`src/rtl/dsp_pkg.sv`:
```
// Shared definitions for the DSP48A1 issue controller: FSM encoding,
// default OPMODE width and pipeline-depth helper.
package dsp_pkg;

  typedef enum logic [1:0] {
    ST_IDLE,
    ST_RUN,
    ST_DRAIN,
    ST_FLUSH
  } seq_state_t;

  localparam int OPW_DEFAULT = 8;

  function automatic int calc_lat(input int ireg, input int mreg, input int preg);
    return ireg + mreg + preg;
  endfunction

endpackage

```
`src/rtl/dsp_token_pipe.sv`:
```
// Occupancy tracker for the slice pipeline: one token bit per present register
// stage, shifting toward the P stage while the pipeline advances.
module dsp_token_pipe #(
  parameter int LAT = 3
) (
  input  logic           clk,
  input  logic           rst_n,
  input  logic           adv,
  input  logic           clr,
  input  logic           load,
  output logic [LAT-1:0] tok
);

  logic [LAT-1:0] tok_shift;

  generate
    if (LAT == 1) begin : g_single
      assign tok_shift = load;
    end else begin : g_multi
      assign tok_shift = {tok[LAT-2:0], load};
    end
  endgenerate

  // Clear wins over advance so a flush empties the pipe even while stalled.
  always_ff @(posedge clk or negedge rst_n) begin
    if (!rst_n) begin
      tok <= '0;
    end else if (clr) begin
      tok <= '0;
    end else if (adv) begin
      tok <= tok_shift;
    end
  end

endmodule

```
`src/rtl/dsp_op_sequencer.sv`:
```
// Issue controller for the DSP48A1 slice: request handshake, per-stage clock
// enables, synchronous clear and result-valid tracking.
module dsp_op_sequencer
  import dsp_pkg::*;
#(
  parameter int IREG = 1,
  parameter int MREG = 1,
  parameter int PREG = 1,
  parameter int OPW  = OPW_DEFAULT
) (
  input  logic           clk,
  input  logic           rst_n,
  input  logic           req_valid,
  output logic           req_ready,
  input  logic [OPW-1:0] req_opmode,
  input  logic           flush,
  input  logic           res_ready,
  output logic           res_valid,
  output logic           ce_in,
  output logic           ce_m,
  output logic           ce_p,
  output logic           ce_opmode,
  output logic [OPW-1:0] opmode_out,
  output logic           stage_clr,
  output logic           busy
);

  localparam int LAT    = calc_lat(IREG, MREG, PREG);
  localparam int P_PREV = IREG + MREG - 1;

  generate
    if (LAT < 1) begin : g_lat_check
      $error("dsp_op_sequencer: at least one register stage must be present");
    end
  endgenerate

  seq_state_t     state, state_nxt;
  logic [LAT-1:0] tok;
  logic           adv;
  logic           accept;
  logic           opmode_match;

  dsp_token_pipe #(.LAT(LAT)) u_token_pipe (
    .clk   (clk),
    .rst_n (rst_n),
    .adv   (adv),
    .clr   (flush),
    .load  (accept),
    .tok   (tok)
  );

  assign res_valid    = tok[LAT-1];
  assign busy         = |tok;
  assign adv          = !(res_valid && !res_ready);
  assign opmode_match = (req_opmode == opmode_out);

  // A new OPMODE may only enter an empty pipe; DRAIN always defers it to IDLE.
  assign req_ready = rst_n && adv && !flush &&
                     ((state == ST_IDLE) || (state == ST_RUN)) &&
                     (!busy || opmode_match);
  assign accept    = req_valid && req_ready;
  assign ce_opmode = accept;

  generate
    if (IREG == 0) begin : g_ce_in_absent
      assign ce_in = 1'b1;
    end else begin : g_ce_in_present
      assign ce_in = accept;
    end

    if (MREG == 0) begin : g_ce_m_absent
      assign ce_m = 1'b1;
    end else if (IREG == 0) begin : g_ce_m_first
      assign ce_m = accept;
    end else begin : g_ce_m_follow
      assign ce_m = adv && tok[0];
    end

    if (PREG == 0) begin : g_ce_p_absent
      assign ce_p = 1'b1;
    end else if (P_PREV < 0) begin : g_ce_p_first
      assign ce_p = accept;
    end else begin : g_ce_p_follow
      assign ce_p = adv && tok[P_PREV];
    end
  endgenerate

  always_ff @(posedge clk or negedge rst_n) begin
    if (!rst_n) begin
      state <= ST_IDLE;
    end else begin
      state <= state_nxt;
    end
  end

  // Flush beats everything; a differing request in RUN forces a drain.
  always_comb begin
    state_nxt = state;
    case (state)
      ST_IDLE: begin
        if (flush)       state_nxt = ST_FLUSH;
        else if (accept) state_nxt = ST_RUN;
      end
      ST_RUN: begin
        if (flush)                          state_nxt = ST_FLUSH;
        else if (accept)                    state_nxt = ST_RUN;
        else if (req_valid && !opmode_match) state_nxt = ST_DRAIN;
        else if (!busy)                     state_nxt = ST_IDLE;
      end
      ST_DRAIN: begin
        if (flush)      state_nxt = ST_FLUSH;
        else if (!busy) state_nxt = ST_IDLE;
      end
      ST_FLUSH: state_nxt = ST_IDLE;
      default:  state_nxt = ST_IDLE;
    endcase
  end

  always_ff @(posedge clk or negedge rst_n) begin
    if (!rst_n) begin
      opmode_out <= '0;
      stage_clr  <= 1'b0;
    end else begin
      stage_clr <= (state_nxt == ST_FLUSH);
      if (accept) begin
        opmode_out <= req_opmode;
      end
    end
  end

endmodule
```
`config.mk`:
```
export PLATFORM = sky130hd
export DESIGN_NAME = dsp_op_sequencer
export DESIGN_NICKNAME = d
export VERILOG_FILES = /design/src/rtl/dsp_pkg.sv /design/src/rtl/dsp_token_pipe.sv /design/src/rtl/dsp_op_sequencer.sv
export SDC_FILE = /design/constraint.sdc
export NUM_CORES = 1
export LEC_CHECK = 0
export ABC_CLOCK_PERIOD_IN_PS = 3200
export BUFFER_PORTS_ARGS = -buffer_cell sky130_fd_sc_hd__buf_2
export CORE_UTILIZATION = 52
export CTS_BUF_LIST = sky130_fd_sc_hd__clkbuf_4 sky130_fd_sc_hd__clkbuf_8
export DETAILED_ROUTE_END_ITERATION = 10
export MAX_ROUTING_LAYER = met4
export PLACE_DENSITY = 0.9
export SLEW_MARGIN = 20
export SYNTH_ARGS = -nofsm -noshare
export SYNTH_HDL_FRONTEND = slang
export SYNTH_SLANG_ARGS = --single-unit
```
`constraint.sdc`:
```
create_clock -name clk -period 3.2 [get_ports clk]
set_input_delay 0.8 -clock clk [delete_from_list [all_inputs] [get_ports clk]]
set_output_delay 0.8 -clock clk [all_outputs]
set_load 0.02 [all_outputs]
```
==> run_results.csv, run 1 <==
group,metric,value,unit
floorplan,design.die.area,1540,µm²
global_route,initial_antenna_violation_count,0,
sta,rsz_0062_raised_after_global_routing,"false",
synth,postSynthRegisterBits,14,
drt,routed_wire_length_per_instance,14.1,µm
clock_tree,clockBufferDepth,2,
drt,drtPass1Iterations,4,
final_layout,fillers,109,
sta,endpoints_failing_hold,0,
critical_path,critical_path.max_stage_delay,0.28,ns
place,dp_hpwl,1.15,mm
drt,detailedRoute.firstIterationViolations,10,
sta,final-setup-viol-count,0,
final_layout,layout-drive-gt1-share,51.1,%
final_layout,final_net_count,104,
final_layout,synthToLayoutAreaGrowth,25.0,%
power,internal_power,389,µW
synth,syn_inst,60,
floorplan,die_width,39.3,µm
synth,netlist_area,722,µm²
critical_path,critical_path.cell_chain,"buf_2 > xor2_1 > nor4_2 > nand2_1 > a211oi_2 > buf_2",
sta,slew_headroom,78.7,%
synth,post_synth.cell_area_avg,12.0,µm²
drt,drt.antenna.violating_nets,0,
drt,num_vias,556,
synth,synthTopCellsByArea,"dfrtp_1 (49%), mux2_4 (15%), xor2_1 (9.7%)",
sta,min_period_over_period,86.5,%
critical_path,regToRegStartpoint,"opmode_out[5]",
synth,synth_largest_area_cell,"dfrtp_1",
clock_tree,clkSlewWorstSetupHoldPaths,0.09,ns
global_route,first_global_vias,543,
place,place_congestion,0.790,
global_route,globalRoute.totalOverflow,0,
power,total_switching_power,215,µW
critical_path,r2r.worst_path.cells,6,
place,port_buffers,28,
sta,layout_min_cycle_time,2.77,ns
critical_path,worstPathMaxFanout,3,
critical_path,worstSetupStartpoint,"req_opmode[5]",
global_route,first_pass_grt_wire_length,2.36,mm
sta,clock_skew,0.00585,ns
critical_path,ff2ff_setup_slack,1.18,ns
clock_tree,cts_tree,"done",
power,switching_share,35.6,%
clock_tree,cts.sink_count,14,
drt,remaining_drc_errors,0,
critical_path,critPathMostFrequentCell,"buf_2",
floorplan,core.rowCount,13,
floorplan,floorplan.initialDensity,55.5,%
critical_path,end_kind,"output pin",
global_route,maximum_number_of_pins_on_one_net_before_global_route_repair,16,
critical_path,critPathSlowestCell,"a211oi_2",
power,fraction_of_power_consumed_by_the_clock_network,21.4,%
critical_path,timing.critical_path.arrival,1.97,ns
floorplan,io_pins,29,
final_layout,register_area,350,µm²
clock_tree,cts_post_setup_buffers_inserted,0,
floorplan,die_y,39.3,µm
synth,synth_cell_types,22,
final_layout,finalCoreUtilization,69.3,%
power,cellPowerDensity,670,nW/µm²
clock_tree,cts_resized,0,
power,power_frac_comb,36.2,%
critical_path,critical_path_required,2.40,ns
final_layout,antenna_cells,0,
synth,yosys.area.top_type_share,48.5,%
synth,synth-warning-count,0,
clock_tree,insertion_delay,0.28,ns
critical_path,family_with_the_most_delay_on_the_worst_path,"simple AND/OR/NAND/NOR gates",
power,power.share.sequential,42.3,%
floorplan,core_area,1300,µm²
critical_path,worst_r2r_endpoint,"opmode_out[7]",
drt,finalWirelength,1.48,mm
global_route,global_route.usage.total,24.4,%
critical_path,timing.critical_path.buf_inv,2,
final_layout,multiInputGateArea,338,µm²
status,outcome,"finished, final reports clean",
sta,setup_tns,0,ns
sta,timing.final.max_slew_violations,0,
clock_tree,cts_hold_buf,0,
drt,vias_per_cell,5.30,
clock_tree,cts.root.buffer_cell,"clkbuf_4",
synth,synth_sequential_area_ratio,48.5,%
critical_path,cp-start-kind,"primary input",
worst_hold_path,worstHoldPathType,"primary input to async pin",
sta,worst-slew-pin-transition,0.320,ns
critical_path,worstSetupPathType,"primary input to output pin",
sta,fmaxAchievable,361,MHz
power,static-leakage-power,0.000473,µW
power,max-vdd-ir-drop,0.364,mV
clock_tree,number_of_buffers_created_by_cts,3,
clock_tree,htreeDepth,1,
synth,postSynthNetCount,73,
flow_run,drv_cap,0,
-- synthesized netlist by cell type --
master / n
and2_1: 2
a21oi_1: 3
o21ai_0: 2
nand2_1: 2
dfrtp_1: 14
or3_1: 1
nor2b_1: 1
mux2_2: 1
inv_1: 3
buf_6: 1
a311o_2: 1
nand3_1: 1
mux2_4: 7
xor2_1: 8
clkbuf_1: 1
a31oi_1: 1
nand2b_1: 1
nor2_1: 5
buf_4: 1
nor4_2: 2
a31o_2: 1
a211oi_2: 1
-- through the flow --
| stage | instances | hold slack [ns] | setup WS [ns] | total power [µW] | instance area, µm² |
|---|---|---|---|---|---|
| floorplan | 60 | 0.444 | 0.442 | 406 | 722 |
| CTS | 105 | 0.408 | 0.438 | 606 | 902 |
| detailed placement | 101 | 0.474 | 0.442 | 477 | 866 |
| global placement | 101 | 0.460 | 0.432 | 466 | 866 |
| global route | 105 | 0.410 | 0.355 | 636 | 902 |
| finish | 105 | 0.395 | 0.432 | 604 | 902 |
-- layer usage --
metal / vias up / track usage [%] / routed length (µm) / part of all wire (%)
met2: 17 / 39.2 / 766 / 52
met1: 271 / 28.8 / 623 / 42
met3: 4 / 4.55 / 63 / 4.3
li1: 264 / - / - / -
met5: - / - / 0 / 0
met4: 0 / 13.8 / 25 / 1.7
-- state kept, by name (all words and copies together) (netlist names) --
name and cells:
stage_clr 1, opmode_out 8, state 2, u_token_pipe.tok 3
-- cells in the final DEF, fill, tap and decap left out, drive strengths merged --
master and n:
a31o 1, nand2b 1, nand2 2, dfrtp 14, or3 1, nor4 2
mux2 8, a31oi 1, a311o 1, and2 2, inv 3, nand3 1
a211oi 1, clkbuf 4, xor2 8, nor2 5, buf 29, nor2b 1
o21ai 2, a21oi 3
-- logic make-up (layout without fill, tap and decap cells) --
| group | after synthesis | in the layout | synth area share (%) |
|---|---|---|---|
| flops | 14 | 14 | 48.5 |
| simple gates | 15 | 15 | 12.1 |
| xor+xnor | 8 | 8 | 9.71 |
| mux | 8 | 8 | 16.1 |
| buf+inv | 6 | 36 | 4.68 |
| compound gates | 9 | 9 | 8.84 |
-- worst max-delay path by stage --
| stage | cells past startpoint | slack (ns) | to |
|---|---|---|---|
| 3_5_place_dp | 6 | 0.44 | ce_in |
| 3_3_place_gp | 6 | 0.43 | ce_in |
| 6_report | 6 | 0.43 | ce_in |
| 5_1_grt | 6 | 0.35 | ce_in |
| 2_1_floorplan | 6 | 0.44 | ce_opmode |
| 4_1_cts | 6 | 0.44 | ce_in |
-- power groups by stage --
stage | Sequential [µW] | Clock [µW] | Combinational, µW
detailed placement | 259 | 0 | 219
CTS | 256 | 130 | 220
floorplan | 299 | 0 | 107
finish | 256 | 130 | 219
global placement | 254 | 0 | 213
global route | 261 | 138 | 237
-- cell type report --
type                            count  share of cell area, %
Sequential cell                    14                   38.8
Clock buffer                        4                   4.02
Inverter                            3                   1.25
Tap cell                           15                   2.08
Multi-Input combinational cell     40                   37.4
Timing Repair Buffer               29                   16.4
(Power assumes the default switching activity.)
==> inputs of run 2 (changes only) <==
- RECOVER_POWER: default -> 50
- SKIP_LAST_GASP: default -> 1
==> run_results.csv, run 2 (synthesized netlist as in run 1, its figures left out) <==
group,metric,value,unit
place,numPlacedInstances,101,
sta,rsz_0062_raised_after_global_routing,"false",
place,place_congestion,0.790,
sta,timing.final.max_slew_violations,0,
final_layout,reg_top3,"opmode_out: 8 flops, u_token_pipe.tok: 3 flops, state: 2 flops",
sta,slew_headroom,78.6,%
place,dp_hpwl,1.15,mm
critical_path,cp-start-kind,"primary input",
sta,min_period_over_period,86.9,%
power,total_power,600,µW
final_layout,largest-register,"opmode_out",
final_layout,final_net_count,104,
global_route,maximum_number_of_pins_on_one_net_before_global_route_repair,16,
global_route,first_global_vias,543,
clock_tree,insertion_delay,0.28,ns
final_layout,antenna_cells,0,
floorplan,design.die.area,1540,µm²
floorplan,die_y,39.3,µm
drt,detailedRoute.firstIterationViolations,10,
sta,fmaxAchievable,360,MHz
drt,remaining_drc_errors,0,
critical_path,regToRegStartpoint,"opmode_out[5]",
final_layout,largest_register_ff_count,8,
power,static-leakage-power,0.000455,µW
floorplan,die_width,39.3,µm
global_route,globalRoute.totalOverflow,0,
sta,final-setup-viol-count,0,
critical_path,critPathSlowestCell,"nor4_2",
final_layout,mostFrequentLayoutCell,"buf_2",
floorplan,floorplan.initialDensity,55.5,%
clock_tree,cts_hold_buf,0,
sta,worst-slew-pin-transition,0.321,ns
sta,endpoints_failing_hold,0,
floorplan,core.rowCount,13,
power,cellPowerDensity,671,nW/µm²
place,dp_worst_setup_slack,0.442,ns
place,port_buffers,28,
global_route,initial_antenna_violation_count,0,
critical_path,timing.critical_path.arrival,1.98,ns
critical_path,worstSetupPathType,"primary input to output pin",
clock_tree,clkSlewWorstSetupHoldPaths,0.09,ns
status,outcome,"finished, final reports clean",
worst_hold_path,worstHoldPathType,"primary input to async pin",
flow_run,drv_cap,0,
clock_tree,cts.root.buffer_cell,"clkbuf_4",
clock_tree,clockBufferDepth,2,
critical_path,critical_path_required,2.40,ns
power,max-vdd-ir-drop,0.359,mV
critical_path,worstPathMaxFanout,3,
final_layout,layout-drive-gt1-share,44.4,%
clock_tree,htreeDepth,1,
global_route,global_route.usage.total,24.4,%
critical_path,ff2ff_setup_slack,1.18,ns
critical_path,r2r.worst_path.cells,6,
clock_tree,cts_tree,"done",
drt,routed_wire_length_per_instance,14.0,µm
final_layout,fillers,113,
sta,final.setup.worst_slack,0.420,ns
floorplan,core_area,1300,µm²
critical_path,critical_path.max_stage_delay,0.28,ns
clock_tree,cts.sink_count,14,
sta,clock_skew,0.00436,ns
clock_tree,number_of_buffers_created_by_cts,3,
clock_tree,cts_post_setup_buffers_inserted,0,
critical_path,worstSetupStartpoint,"req_opmode[5]",
critical_path,worst_r2r_endpoint,"opmode_out[7]",
floorplan,io_pins,29,
critical_path,end_kind,"output pin",
sta,fin_worst_hold_slack,0.397,ns
global_route,first_pass_grt_wire_length,2.36,mm
drt,num_vias,552,
final_layout,stdcell_count,105,
clock_tree,cts_resized,0,
critical_path,critical_path.cell_chain,"clkbuf_1 > xor2_1 > nor4_2 > nand2_1 > a211oi_2 > buf_2",
drt,vias_per_cell,5.26,
drt,finalWirelength,1.47,mm
drt,drt.antenna.violating_nets,0,
final_layout,final_cell_mix,"buf_2 (22), dfrtp_1 (14), xor2_1 (8), mux2_4 (7), clkbuf_1 (6)",
final_layout,synthToLayoutAreaGrowth,23.9,%
sta,setup_tns,0,ns
drt,drtPass1Iterations,4,
sta,layout_min_cycle_time,2.78,ns
run 2: changes by cell type in the layout (fill, tap and decap cells not counted):
cell and delta:
buf_2 -6, clkbuf_1 +6, and2_1 -1, and2_0 +1
run 2: final cells by class:
type	count	area [µm²]	area share, %
sequential	14	350	39.2
tap	15	18.8	2.10
clock buffer	4	36.3	4.06
multi-input combinational	40	338	37.8
timing repair buffer	29	140	15.7
inverter	3	11.3	1.26
run 2: metal layers:
layer | vias up | GRT usage (%) | wire length (µm)
li1 | 265 | - | -
met1 | 262 | 28.8 | 618
met2 | 21 | 39.2 | 755
met3 | 4 | 4.55 | 71
met4 | 0 | 13.8 | 25
met5 | - | - | 0
run 2: how the worst max path moves through the flow:
stage / to / slack (ns) / depth (start not counted)
floorplan: ce_opmode / 0.44 / 6
global placement: ce_in / 0.43 / 6
detailed placement: ce_in / 0.44 / 6
CTS: ce_in / 0.44 / 6
global route: ce_in / 0.36 / 6
finish: ce_in / 0.42 / 6
run 2: through the flow:
| stage | instance area [µm²] | utilization, % |
|---|---|---|
| after global placement | 866 | 66.5 |
| after detailed placement | 866 | 66.5 |
| after global routing | 895 | 68.8 |
| after floorplan | 722 | - |
| final | 895 | 68.8 |
| after CTS | 902 | 69.3 |
run 2: report_power, final:
part           internal [µW]  total [µW]  switching (µW)
sequential               218         257            39.2
clock                   69.3         129            59.7
combinational           97.9         214             116
total                    385         600             215
run 2: worst max-delay path: cells and delay by family:
kind / cells / cell delay, ns
buf+inv: 2 / 0.32
xor+xnor: 1 / 0.16
compound gates: 1 / 0.28
simple gates: 2 / 0.42
==> inputs of run 3 (changes only) <==
- CORE_UTILIZATION: 52 -> 49
- CTS_BUF_LIST: sky130_fd_sc_hd__clkbuf_4 sky130_fd_sc_hd__clkbuf_8 -> default
- PLACE_DENSITY: 0.9 -> 0.86
==> run_results.csv, run 3 (synthesized netlist as in run 1, its figures left out) <==
group,metric,value,unit
sta,worst-slew-pin-transition,0.718,ns
floorplan,floorplan.initialDensity,54.1,%
power,fraction_of_power_consumed_by_the_clock_network,22.1,%
critical_path,family_with_the_most_delay_on_the_worst_path,"simple AND/OR/NAND/NOR gates",
drt,finalWirelength,1.52,mm
sta,rsz_0062_raised_after_global_routing,"false",
global_route,maximum_number_of_pins_on_one_net_before_global_route_repair,15,
final_layout,layout-drive-gt1-share,44.0,%
clock_tree,cts_post_setup_buffers_inserted,0,
critical_path,critical_path.max_stage_delay,0.36,ns
power,total_switching_power,213,µW
clock_tree,cts_resized,0,
critical_path,worstSetupPathType,"primary input to output pin",
power,cellPowerDensity,670,nW/µm²
sta,fmaxAchievable,342,MHz
worst_hold_path,min-delay-start,"state[0]",
drt,detailedRoute.firstIterationViolations,17,
critical_path,worstPathMaxFanout,4,
power,static-leakage-power,0.000457,µW
final_layout,fillers,109,
drt,remaining_drc_errors,0,
floorplan,core.rowCount,13,
final_layout,synthToLayoutAreaGrowth,23.7,%
final_layout,mostFrequentLayoutCell,"buf_2",
critical_path,end_kind,"output pin",
clock_tree,htreeDepth,1,
floorplan,die_y,40.4,µm
floorplan,core_area,1330,µm²
power,max-vdd-ir-drop,0.335,mV
global_route,initial_antenna_violation_count,0,
clock_tree,cts.root.buffer_cell,"clkbuf_4",
drt,drtPass1Iterations,6,
final_layout,final_net_count,105,
critical_path,critPathMostFrequentCell,"buf_2",
sta,clock_skew,0.00281,ns
drt,routed_wire_length_per_instance,14.4,µm
worst_hold_path,worstHoldPathType,"flop to flop",
floorplan,io_pins,29,
critical_path,cp-start-kind,"primary input",
drt,vias_per_cell,5.54,
status,outcome,"finished, final reports clean",
clock_tree,cts_hold_buf,0,
place,dp_worst_setup_slack,0.312,ns
critical_path,ff2ff_setup_slack,1.06,ns
final_layout,register_area,350,µm²
sta,slew_headroom,52.2,%
final_layout,multiInputGateArea,332,µm²
final_layout,antenna_cells,0,
final_layout,final_design_area_no_fill,893,µm²
global_route,global_route.usage.total,20.0,%
sta,timing.final.max_slew_violations,0,
sta,fin_worst_hold_slack,0.492,ns
critical_path,cp.depth,6,
global_route,first_pass_grt_wire_length,1.98,mm
power,power_frac_comb,35.6,%
drt,num_vias,587,
critical_path,worst_r2r_endpoint,"opmode_out[7]",
critical_path,r2r.worst_path.cells,6,
sta,setup_tns,0,ns
final_layout,final_cell_mix,"buf_2 (23), dfrtp_1 (14), xor2_1 (8), mux2_4 (7), clkbuf_1 (6)",
place,detailed_place.area,873,µm²
drt,drt.antenna.violating_nets,0,
place,port_buffers,28,
critical_path,timing.critical_path.buf_inv,2,
final_layout,reg_top3,"opmode_out: 8 flops, u_token_pipe.tok: 3 flops, state: 2 flops",
power,power.share.sequential,42.3,%
critical_path,critical_path.cell_chain,"buf_2 > xor2_1 > nor4_1 > nand2_1 > a211oi_2 > buf_2",
clock_tree,cts_tree,"done",
clock_tree,clockBufferDepth,2,
critical_path,critPathSlowestCell,"a211oi_2",
sta,final-setup-viol-count,0,
place,place_congestion,0.860,
final_layout,largest_register_ff_count,8,
power,switching_share,35.6,%
final_layout,largest-register,"opmode_out",
critical_path,regToRegStartpoint,"opmode_out[5]",
global_route,first_global_vias,489,
worst_hold_path,hold_depth,1,
critical_path,timing.critical_path.arrival,2.12,ns
floorplan,design.die.area,1630,µm²
sta,layout_min_cycle_time,2.92,ns
worst_hold_path,whs_endpoint,"stage_clr",
clock_tree,number_of_buffers_created_by_cts,3,
critical_path,critical_path_required,2.40,ns
flow_run,drv_cap,0,
sta,endpoints_failing_hold,0,
floorplan,die_width,40.4,µm
final_layout,stdcell_count,106,
place,numPlacedInstances,102,
clock_tree,clkSlewWorstSetupHoldPaths,0.09,ns
power,internal_power,385,µW
global_route,globalRoute.totalOverflow,0,
sta,final.setup.worst_slack,0.280,ns
clock_tree,cts.sink_count,14,
sta,min_period_over_period,91.3,%
clock_tree,insertion_delay,0.28,ns
[run 3: worst reg2reg max path, cell delays in order, from the launching register on]
cell	delay (ns)
dfrtp_1	0.41
xor2_1	0.17
nor4_1	0.33
nand2_1	0.15
a211oi_2	0.36
buf_4	0.27
mux2_2	0.35
[run 3: through the flow]
step	util [%]	total power [µW]
final	67.0	598
after global routing	67.0	629
after CTS	68.2	603
after detailed placement	65.5	475
after global placement	65.5	469
after floorplan	-	406
[run 3: worst max path at each step]
stage                  startpoint         to  slack (ns)
floorplan           req_opmode[5]  ce_opmode        0.44
global placement    req_opmode[5]      ce_in        0.33
detailed placement  req_opmode[5]      ce_in        0.31
CTS                 req_opmode[5]      ce_in        0.31
global route        req_opmode[5]  ce_opmode        0.10
finish              req_opmode[5]      ce_in        0.28
[run 3: per-layer routing]
layer	wire, µm	vias to the layer above	track usage [%]	part of all wire, %
li1	-	269	-	-
met3	116	11	5.56	7.6
met1	620	277	20.8	41
met5	0	-	-	0
met2	733	30	32.9	48
met4	52	0	12.5	3.4
[run 3: power groups by stage]
stage / Clock (µW) / Combinational, µW / Sequential, µW
final: 132 / 213 / 253
after global routing: 140 / 230 / 259
after CTS: 129 / 221 / 253
after detailed placement: 0 / 219 / 256
after global placement: 0 / 217 / 252
after floorplan: 0 / 107 / 299
[run 3: final cells by class]
class | count | share of cell area, %
clock buffer | 4 | 4.06
inverter | 3 | 1.26
multi-input combinational | 40 | 37.1
sequential | 14 | 39.2
tap | 15 | 2.10
timing repair buffer | 30 | 16.2
